--- config.mk ---
export PLATFORM = sky130hd
export DESIGN_NAME = lix_shr_sk_flat
export DESIGN_NICKNAME = d
export VERILOG_FILES = /design/src/rtl/lix_shr_sk_if.sv /design/src/rtl/lix_shr_sk.sv /design/src/flat_wrapper.sv
export SDC_FILE = /design/constraint.sdc
export NUM_CORES = 1
export LEC_CHECK = 0
export ABC_AREA = 1
export CAP_MARGIN = 20
export CELL_PAD_IN_SITES_DETAIL_PLACEMENT = 1
export CELL_PAD_IN_SITES_GLOBAL_PLACEMENT = 1
export CORE_ASPECT_RATIO = 1.25
export CORE_MARGIN = 2
export CORE_UTILIZATION = 41
export DETAILED_ROUTE_END_ITERATION = 16
export PLACE_DENSITY = 0.76
export SYNTH_ARGS = -nofsm -noshare
export SYNTH_HDL_FRONTEND = slang
export SYNTH_SLANG_ARGS = --single-unit
export TNS_END_PERCENT = 5
--- constraint.sdc ---
create_clock -name clk_i -period 2.9 [get_ports clk_i]
set_input_delay 0.58 -clock clk_i [delete_from_list [all_inputs] [get_ports clk_i]]
set_output_delay 0.58 -clock clk_i [all_outputs]
set_load 0.02 [all_outputs]
--- src/rtl/lix_shr_sk_if.sv ---
// Handshake bundle for lix_shr_sk: upstream ready/valid, downstream ready/valid
// and the credit-usage readout. The DUT takes the slave view.
interface lix_shr_sk_if #(
  parameter int W = 32,
  parameter int D = 3
);
  localparam int CW = $clog2(D + 1);

  logic          i_vld;
  logic          o_rdy;
  logic [W-1:0]  i_x;
  logic          o_vld;
  logic          i_rdy;
  logic [W-1:0]  o_z;
  logic [CW-1:0] o_used;

  modport slave (
    input  i_vld, i_x, i_rdy,
    output o_rdy, o_vld, o_z, o_used
  );

  modport master (
    output i_vld, i_x, i_rdy,
    input  o_rdy, o_vld, o_z, o_used
  );
endinterface

--- src/rtl/lix_shr_sk.sv ---
// Credit-controlled elastic delay line: N non-stalling register stages feeding a
// D-entry FIFO. A word is admitted only when a FIFO slot is guaranteed for it.
module lix_shr_sk #(
  parameter int W = 32,
  parameter int N = 2,
  parameter int D = 3
) (
  input logic        clk_i,
  input logic        rst_i,
  lix_shr_sk_if.slave bus
);
  localparam int CW = $clog2(D + 1);
  localparam int PW = (D > 1) ? $clog2(D) : 1;

  logic          acc;
  logic          pop;
  logic          wr;
  logic [CW-1:0] used_reg;
  logic [CW-1:0] count_reg;
  logic [PW-1:0] wr_ptr_reg;
  logic [PW-1:0] rd_ptr_reg;
  logic [N:1]    v_reg;
  logic [W-1:0]  d_reg [1:N];
  logic [W-1:0]  mem [0:D-1];

  function automatic logic [PW-1:0] ptr_inc(input logic [PW-1:0] p);
    return (p == PW'(D - 1)) ? '0 : p + 1'b1;
  endfunction

  // Admission depends only on the registered credit count, never on i_rdy.
  assign bus.o_rdy  = (used_reg < CW'(D));
  assign acc        = bus.i_vld & bus.o_rdy;
  assign pop        = bus.o_vld & bus.i_rdy;
  assign wr         = v_reg[N];
  assign bus.o_vld  = (count_reg != '0);
  assign bus.o_z    = bus.o_vld ? mem[rd_ptr_reg] : '0;
  assign bus.o_used = used_reg;

  always_ff @(posedge clk_i or posedge rst_i) begin
    if (rst_i) begin
      v_reg[1] <= 1'b0;
      d_reg[1] <= '0;
    end else begin
      v_reg[1] <= acc;
      if (acc) d_reg[1] <= bus.i_x;
    end
  end

  // Data only moves behind a valid bit so idle stages keep their shares still.
  generate
    for (genvar gi = 1; gi < N; gi++) begin : g_stage
      always_ff @(posedge clk_i or posedge rst_i) begin
        if (rst_i) begin
          v_reg[gi+1] <= 1'b0;
          d_reg[gi+1] <= '0;
        end else begin
          v_reg[gi+1] <= v_reg[gi];
          if (v_reg[gi]) d_reg[gi+1] <= d_reg[gi];
        end
      end
    end
  endgenerate

  always_ff @(posedge clk_i) begin
    if (wr) mem[wr_ptr_reg] <= d_reg[N];
  end

  always_ff @(posedge clk_i or posedge rst_i) begin
    if (rst_i) begin
      wr_ptr_reg <= '0;
      rd_ptr_reg <= '0;
      count_reg  <= '0;
      used_reg   <= '0;
    end else begin
      if (wr)  wr_ptr_reg <= ptr_inc(wr_ptr_reg);
      if (pop) rd_ptr_reg <= ptr_inc(rd_ptr_reg);
      case ({wr, pop})
        2'b10:   count_reg <= count_reg + 1'b1;
        2'b01:   count_reg <= count_reg - 1'b1;
        default: count_reg <= count_reg;
      endcase
      case ({acc, pop})
        2'b10:   used_reg <= used_reg + 1'b1;
        2'b01:   used_reg <= used_reg - 1'b1;
        default: used_reg <= used_reg;
      endcase
    end
  end

  a_used_over:  assert property (@(posedge clk_i) disable iff (rst_i)
                                 !(acc && !pop && used_reg == CW'(D)));
  a_used_under: assert property (@(posedge clk_i) disable iff (rst_i)
                                 !(pop && !acc && used_reg == '0));
  a_fifo_full:  assert property (@(posedge clk_i) disable iff (rst_i)
                                 !(wr && !pop && count_reg == CW'(D)));
endmodule

--- src/flat_wrapper.sv ---
// flat-port wrapper written by rule: the top's interface ports become plain ports
module lix_shr_sk_flat 
#(
  parameter int W = 32,
  parameter int N = 2,
  parameter int D = 3
)
  (clk_i, rst_i, bus_i_vld, bus_i_x, bus_i_rdy, bus_o_rdy, bus_o_vld, bus_o_z, bus_o_used);
  lix_shr_sk_if #(.W(W), .D(D)) bus_i ();
  input logic clk_i;
  input logic rst_i;
  input wire logic [$bits(bus_i.i_vld)-1:0] bus_i_vld;
  input wire logic [$bits(bus_i.i_x)-1:0] bus_i_x;
  input wire logic [$bits(bus_i.i_rdy)-1:0] bus_i_rdy;
  output wire logic [$bits(bus_i.o_rdy)-1:0] bus_o_rdy;
  output wire logic [$bits(bus_i.o_vld)-1:0] bus_o_vld;
  output wire logic [$bits(bus_i.o_z)-1:0] bus_o_z;
  output wire logic [$bits(bus_i.o_used)-1:0] bus_o_used;
  assign bus_i.i_vld = bus_i_vld;
  assign bus_i.i_x = bus_i_x;
  assign bus_i.i_rdy = bus_i_rdy;
  assign bus_o_rdy = bus_i.o_rdy;
  assign bus_o_vld = bus_i.o_vld;
  assign bus_o_z = bus_i.o_z;
  assign bus_o_used = bus_i.o_used;
  lix_shr_sk #(.W(W), .N(N), .D(D)) u_core (.clk_i(clk_i), .rst_i(rst_i), .bus(bus_i));
endmodule
Word-level counts from Yosys, hierarchy flattened
Memories as Yosys holds them, arrays and structs flattened.
Cells that the tools add are included.
{"block": "classes", "add_sub_neg": 6, "magnitude_cmp": 1, "eq_ne": 6, "mux": 7, "bitwise": 2, "reduce_logical": 3}
{"op": "32-bit two-way mux", "count": 1}
{"op": "2-bit by 1-bit adder with 2-bit output, second input constant", "count": 4}
{"op": "2-bit == test, second input constant", "count": 4}
{"op": "2-bit one-hot mux with 2 select lines", "count": 2}
{"op": "2-bit nonzero test", "count": 3}
{"op": "2-bit by 1-bit == test with 1-bit output, second input constant", "count": 2}
{"op": "2-bit two-way mux", "count": 2}
{"op": "2-bit by 1-bit subtractor with 2-bit output, second input constant", "count": 2}
{"op": "1-bit bitwise AND", "count": 2}
{"op": "2-bit less-than comparator, second input constant", "count": 1}
{"op": "1-bit two-way mux", "count": 2}
{"block": "totals", "regBits": 74, "ramBits": 96, "in_bits": 36, "out_inout_bits": 36, "word_cells": 34, "mem_count": 1}
{"memory": "u_core.mem", "words": 3, "width": 32, "rd": 1, "rd_clocked_by_memory_dff": 0, "write_ports": 1, "line_no": "lix_shr_sk.sv:24", "text": "logic [W-1:0] mem [0:D-1];"}

Longest topological paths before layout
{"block": "logic_depth", "ltp_word": 4, "depth_mapped": 10, "ltp_nobuf": 10}

Worst setup path before layout
OpenSTA, ideal clock, no wires.
{"block": "synth_path", "path_kind": "flip-flop to flip-flop", "from": "register u_core.v_reg (netlist bit u_core.wr)", "to": "memory u_core.mem[2][0] (enable)", "t_arrival_ps": 2667, "t_required_ps": 2439, "setup_slack_ps": -228, "stages_incl_launch_ff": 3, "path_buffers": 0, "period_less_slack_ps": 3128, "cell_sequence": "dfrtp_1 > inv_1 > nor3_1"}
{"block": "synth_via", "elab_chain_len": 2}
{"element": "start: declaration", "line_no": "lix_shr_sk.sv:22", "text": "logic [N:1] v_reg;"}
{"element": "start signal: indexed assignment", "line_no": "lix_shr_sk.sv:57", "text": "v_reg[gi+1] <= v_reg[gi];"}
{"element": "1-bit two-way mux", "line_no": "lix_shr_sk.sv:65", "text": "if (wr) mem[wr_ptr_reg] <= d_reg[N];"}
{"element": "1-bit two-way mux (not written as such)", "line_no": "lix_shr_sk.sv:65"}
{"element": "end: declaration", "line_no": "lix_shr_sk.sv:24"}
Every way passes these cells.

Final worst setup path
{"block": "layout_path", "from": "register u_core.rd_ptr_reg[0]", "to": "output port bus_o_z[7]"}
{"block": "layout_via", "elab_chain_len": 2}
{"element": "start: declaration", "line_no": "lix_shr_sk.sv:21", "text": "logic [PW-1:0] rd_ptr_reg;"}
{"element": "start signal: assignment", "line_no": "lix_shr_sk.sv:76", "text": "if (pop) rd_ptr_reg <= ptr_inc(rd_ptr_reg);"}
{"element": "memory 3 x 32 bit"}
{"element": "32-bit two-way mux", "line_no": "lix_shr_sk.sv:36", "text": "assign bus.o_z = bus.o_vld ? mem[rd_ptr_reg] : '0;"}
{"element": "end: declaration", "line_no": "flat_wrapper.sv:17", "text": "output wire logic [$bits(bus_i.o_z)-1:0] bus_o_z;"}
Every way passes these cells.

==> qor.tcl <==
set qor(outcome) {finished clean}
set qor(die_area_mm2) 0.01763
set qor(portBuffers) 71
set qor(ctsHoldBuffers) 0
set qor(combined_global_route_utilization_of_all_metal_layers_pct) 19.22
set qor(crit_family) {buffers and inverters}
set qor(coreArea_mm2) 0.01620
set qor(part_of_the_yosys_area_used_for_sequential_elements_pct) 69.65
set qor(floorplan.die.width_um) 119.2
set qor(cts-htree-levels) 4
set qor(fin_util_pct) 51.56
set qor(timing.critical_path.fanout_max) 34
set qor(place_ws_ps) 425.8
set qor(synth-adder-area-share_pct) 0.3681
set qor(worst_slew_pin_slew_ps) 886.8
set qor(yosys-mux-area-fraction_pct) 5.301
set qor(setup_violations) 0
set qor(critical_path_endpoint_category) {primary output}
set qor(post_drt_via_cell_ratio) 4.971
set qor(synth_top_family_by_area) {simple AND/OR/NAND/NOR gates}
set qor(final_layout_size_suffix_gt1_share_pct) 15.70
set qor(fin_max_slew_vios) 0
set qor(syn_nets) 604
set qor(start_util_pct) 41.96
set qor(totalPowerFinal_mw) 9.952
set qor(setup_ws_ps) 108.4
set qor(vias) 4335
set qor(max-clock-path-buffers) 2
set qor(via_count_of_the_first_global_routing_pass) 4769
set qor(path_clk_slew_ps) 70
set qor(area_delta_synth_final_pct) 22.88
set qor(cp_slowest_stage_delay_ps) 590
set qor(tritoncts) {done}
set qor(grt_max_degree) 60
set qor(layoutNonFillerInstCount) 872
set qor(cp.buffers_inverters) 3
set qor(synthXorXnorAreaFrac_pct) 0.2577
set qor(first_iter_violations) 214
set qor(period_minus_slack_ps) 2792
set qor(post_synth_num_cell_types) 22
set qor(postSynthRegisterBits) 170
set qor(place_hpwl_um) 9709
set qor(fin_setup_tns_ps) 0
set qor(largest_register_ff_count) 96
set qor(rsz0062_at_grt) {false}
set qor(final.period_utilization_pct) 96.26
set qor(maxClockFrequency_mhz) 358.2
set qor(antenna_found_initial) 0
set qor(synth.avg_cell_area_um2) 12.01
set qor(yosys_warnings) 0
set qor(postRouteAntennaNets) 0
set qor(final_area_mm2) 0.008353
set qor(leakage_nw) 3.672
set qor(crit_path_frequent_cell) {sky130_fd_sc_hd__nand3_1}
set qor(start_kind) {flip-flop}
set qor(multi_input_logic_area_mm2) 0.001677
set qor(insertion_delay_ps) 430
set qor(finClkSkew_ps) 10.87
set qor(syn-cell-area_mm2) 0.006798
set qor(synth_simple_gate_area_share_pct) 18.28
set qor(grt_first_pass_wirelength_um) 25540
set qor(timing.max_cap.violations) 0
set qor(timing.hold.worst.class) {in -> async}
set qor(numCtsBuffers) 17
set qor(dp.cells) 838
set qor(fp.dieH_um) 148.0
set qor(pin_count) 72
set qor(worst_path_max_delay_cell) {sky130_fd_sc_hd__clkdlybuf4s50_1}
set qor(fp-row-count) 52
set qor(seq_area_mm2) 0.004737
set qor(dpl-instance-area_mm2) 0.007726
set qor(worst_ep_required_time_ps) 2320
set qor(cts-root-buf) {sky130_fd_sc_hd__clkbuf_16}
set qor(hold_viol) 0
set qor(hold_slack_ps) 424.2
set qor(synth_compound_area_share_pct) 0.2209
set qor(globalRoute.totalOverflow) 0
set qor(cp_data_arrival_time_ps) 2210
set qor(filler_cell_count) 1666
set qor(drc) 0
set qor(num-nets-final) 681
set qor(timing.slew.headroom_pct) 40.88
set qor(avgRoutedWirePerCell_um) 18.34
set qor(postRouteWirelength_um) 15990
set qor(tritoncts_num_sinks) 170
set qor(power-per-cell-area_mw_per_mm2) 1191
set qor(diodes) 0
set qor(power.ir.vdd_worst_mv) 0.5201
set qor(finalWeightedCongestion) 0.7350
set qor(crit_path_cell_trace) {buf_6 > nand3_1 > nand3_1 > nand2_1 > inv_1 > clkdlybuf4s50_1}
set qor(synth_cells) 566
set qor(worst-setup-path-type) {reg -> out}
set qor(number_of_iterations_in_the_first_detailed_routing_pass) 4
[path summary, 6_finish.rpt]
kind	start	end	slack, ps	cells past startpoint
max in group asynchronous	rst_i	u_core.rd_ptr_reg[1]	1830	3
min in group clk_i	u_core.d_reg[35]	u_core.d_reg[35]	480	2
hold / removal	rst_i	u_core.d_reg[46]	420	2
setup reg to reg	u_core.count_reg[0]	u_core.bus.o_used[1]	970	9
setup / recovery	u_core.rd_ptr_reg[0]	bus_o_z[7]	110	6
hold reg to reg	u_core.d_reg[35]	u_core.d_reg[35]	480	2
[area by class of cell]
class | count | area share [%]
clock inverters | 12 | 1.498
flip-flops and latches | 170 | 56.71
repair buffers | 85 | 10.61
clock buffers | 20 | 5.602
inverters | 49 | 2.277
well taps | 216 | 3.235
multi-input cells | 320 | 20.07
[placed cells by master (no fill, tap or decap), types with 3 or more instances in the layout]
cell type	synthesis	final
sky130_fd_sc_hd__buf_12	0	5
sky130_fd_sc_hd__buf_4	6	7
sky130_fd_sc_hd__clkbuf_16	0	18
sky130_fd_sc_hd__clkdlybuf4s50_1	0	71
sky130_fd_sc_hd__clkinvlp_4	0	3
sky130_fd_sc_hd__dfrtp_1	74	72
sky130_fd_sc_hd__edfxtp_1	96	96
sky130_fd_sc_hd__inv_1	47	46
sky130_fd_sc_hd__inv_6	0	4
sky130_fd_sc_hd__mux2_2	30	30
sky130_fd_sc_hd__nand2_1	197	197
sky130_fd_sc_hd__nand2_2	11	10
sky130_fd_sc_hd__nand3_1	59	59
sky130_fd_sc_hd__nand3_2	9	9
[synthesized netlist by cell type]
| master | n | area [µm²] |
|---|---|---|
| sky130_fd_sc_hd__mux2_1 | 2 | 22.52 |
| sky130_fd_sc_hd__ha_1 | 2 | 25.02 |
| sky130_fd_sc_hd__nand2_2 | 11 | 68.82 |
| sky130_fd_sc_hd__buf_2 | 9 | 45.04 |
| sky130_fd_sc_hd__clkbuf_2 | 1 | 5.000 |
| sky130_fd_sc_hd__dfrtp_1 | 74 | 1852 |
| sky130_fd_sc_hd__nand3_2 | 9 | 90.09 |
| sky130_fd_sc_hd__nor3_1 | 1 | 5.000 |
| sky130_fd_sc_hd__o21ai_0 | 2 | 10.01 |
| sky130_fd_sc_hd__edfxtp_1 | 96 | 2883 |
| sky130_fd_sc_hd__xnor2_1 | 2 | 17.52 |
| sky130_fd_sc_hd__nand3_1 | 59 | 295.3 |
| sky130_fd_sc_hd__nand4_1 | 2 | 12.51 |
| sky130_fd_sc_hd__nor2_8 | 1 | 20.02 |
| sky130_fd_sc_hd__buf_4 | 6 | 45.04 |
| sky130_fd_sc_hd__nand2_4 | 1 | 11.26 |
| sky130_fd_sc_hd__mux2_2 | 30 | 337.8 |
| sky130_fd_sc_hd__buf_6 | 11 | 123.9 |
| sky130_fd_sc_hd__o21ai_1 | 1 | 5.000 |
| sky130_fd_sc_hd__inv_2 | 2 | 7.510 |
| sky130_fd_sc_hd__inv_1 | 47 | 176.4 |
| sky130_fd_sc_hd__nand2_1 | 197 | 739.5 |
[layer usage]
metal	share of wire, %	up-vias	global-route usage (%)	wire length (µm)
met3	3.5	18	3.819	557
met5	0	-	0	0
met1	41	2219	22.82	6591
met4	1.4	0	6.310	226
met2	54	84	34.86	8619
li1	-	2014	-	-
[power by group]
group,switching (mW),leakage (nW),internal [mW]
registers,0.580,1.80,3.59
logic,2.06,1.59,1.47
clock network,0.971,0.284,1.28
total,3.61,3.67,6.34
[repair_timing]
| action | CTS | global route |
|---|---|---|
| hold endpoints to repair | 0 | 0 |
| pin swaps | 1 | 0 |
| setup buffers | 2 | 0 |
| setup endpoints to repair | 19 | 11 |
| resized for setup | 4 | 2 |
[cell families (layout without fill, tap and decap cells)]
| kind of cell | after synthesis | count (layout) |
|---|---|---|
| AO/OA/AOI/OAI | 3 | 3 |
| XOR/XNOR | 2 | 2 |
| adder cells (fa/ha/maj) | 2 | 2 |
| buffers and inverters | 76 | 166 |
| flip-flops | 170 | 170 |
| multiplexers | 32 | 32 |
| AND/OR/NAND/NOR | 281 | 281 |
Note: power is estimated with default switching activity, not from simulation.
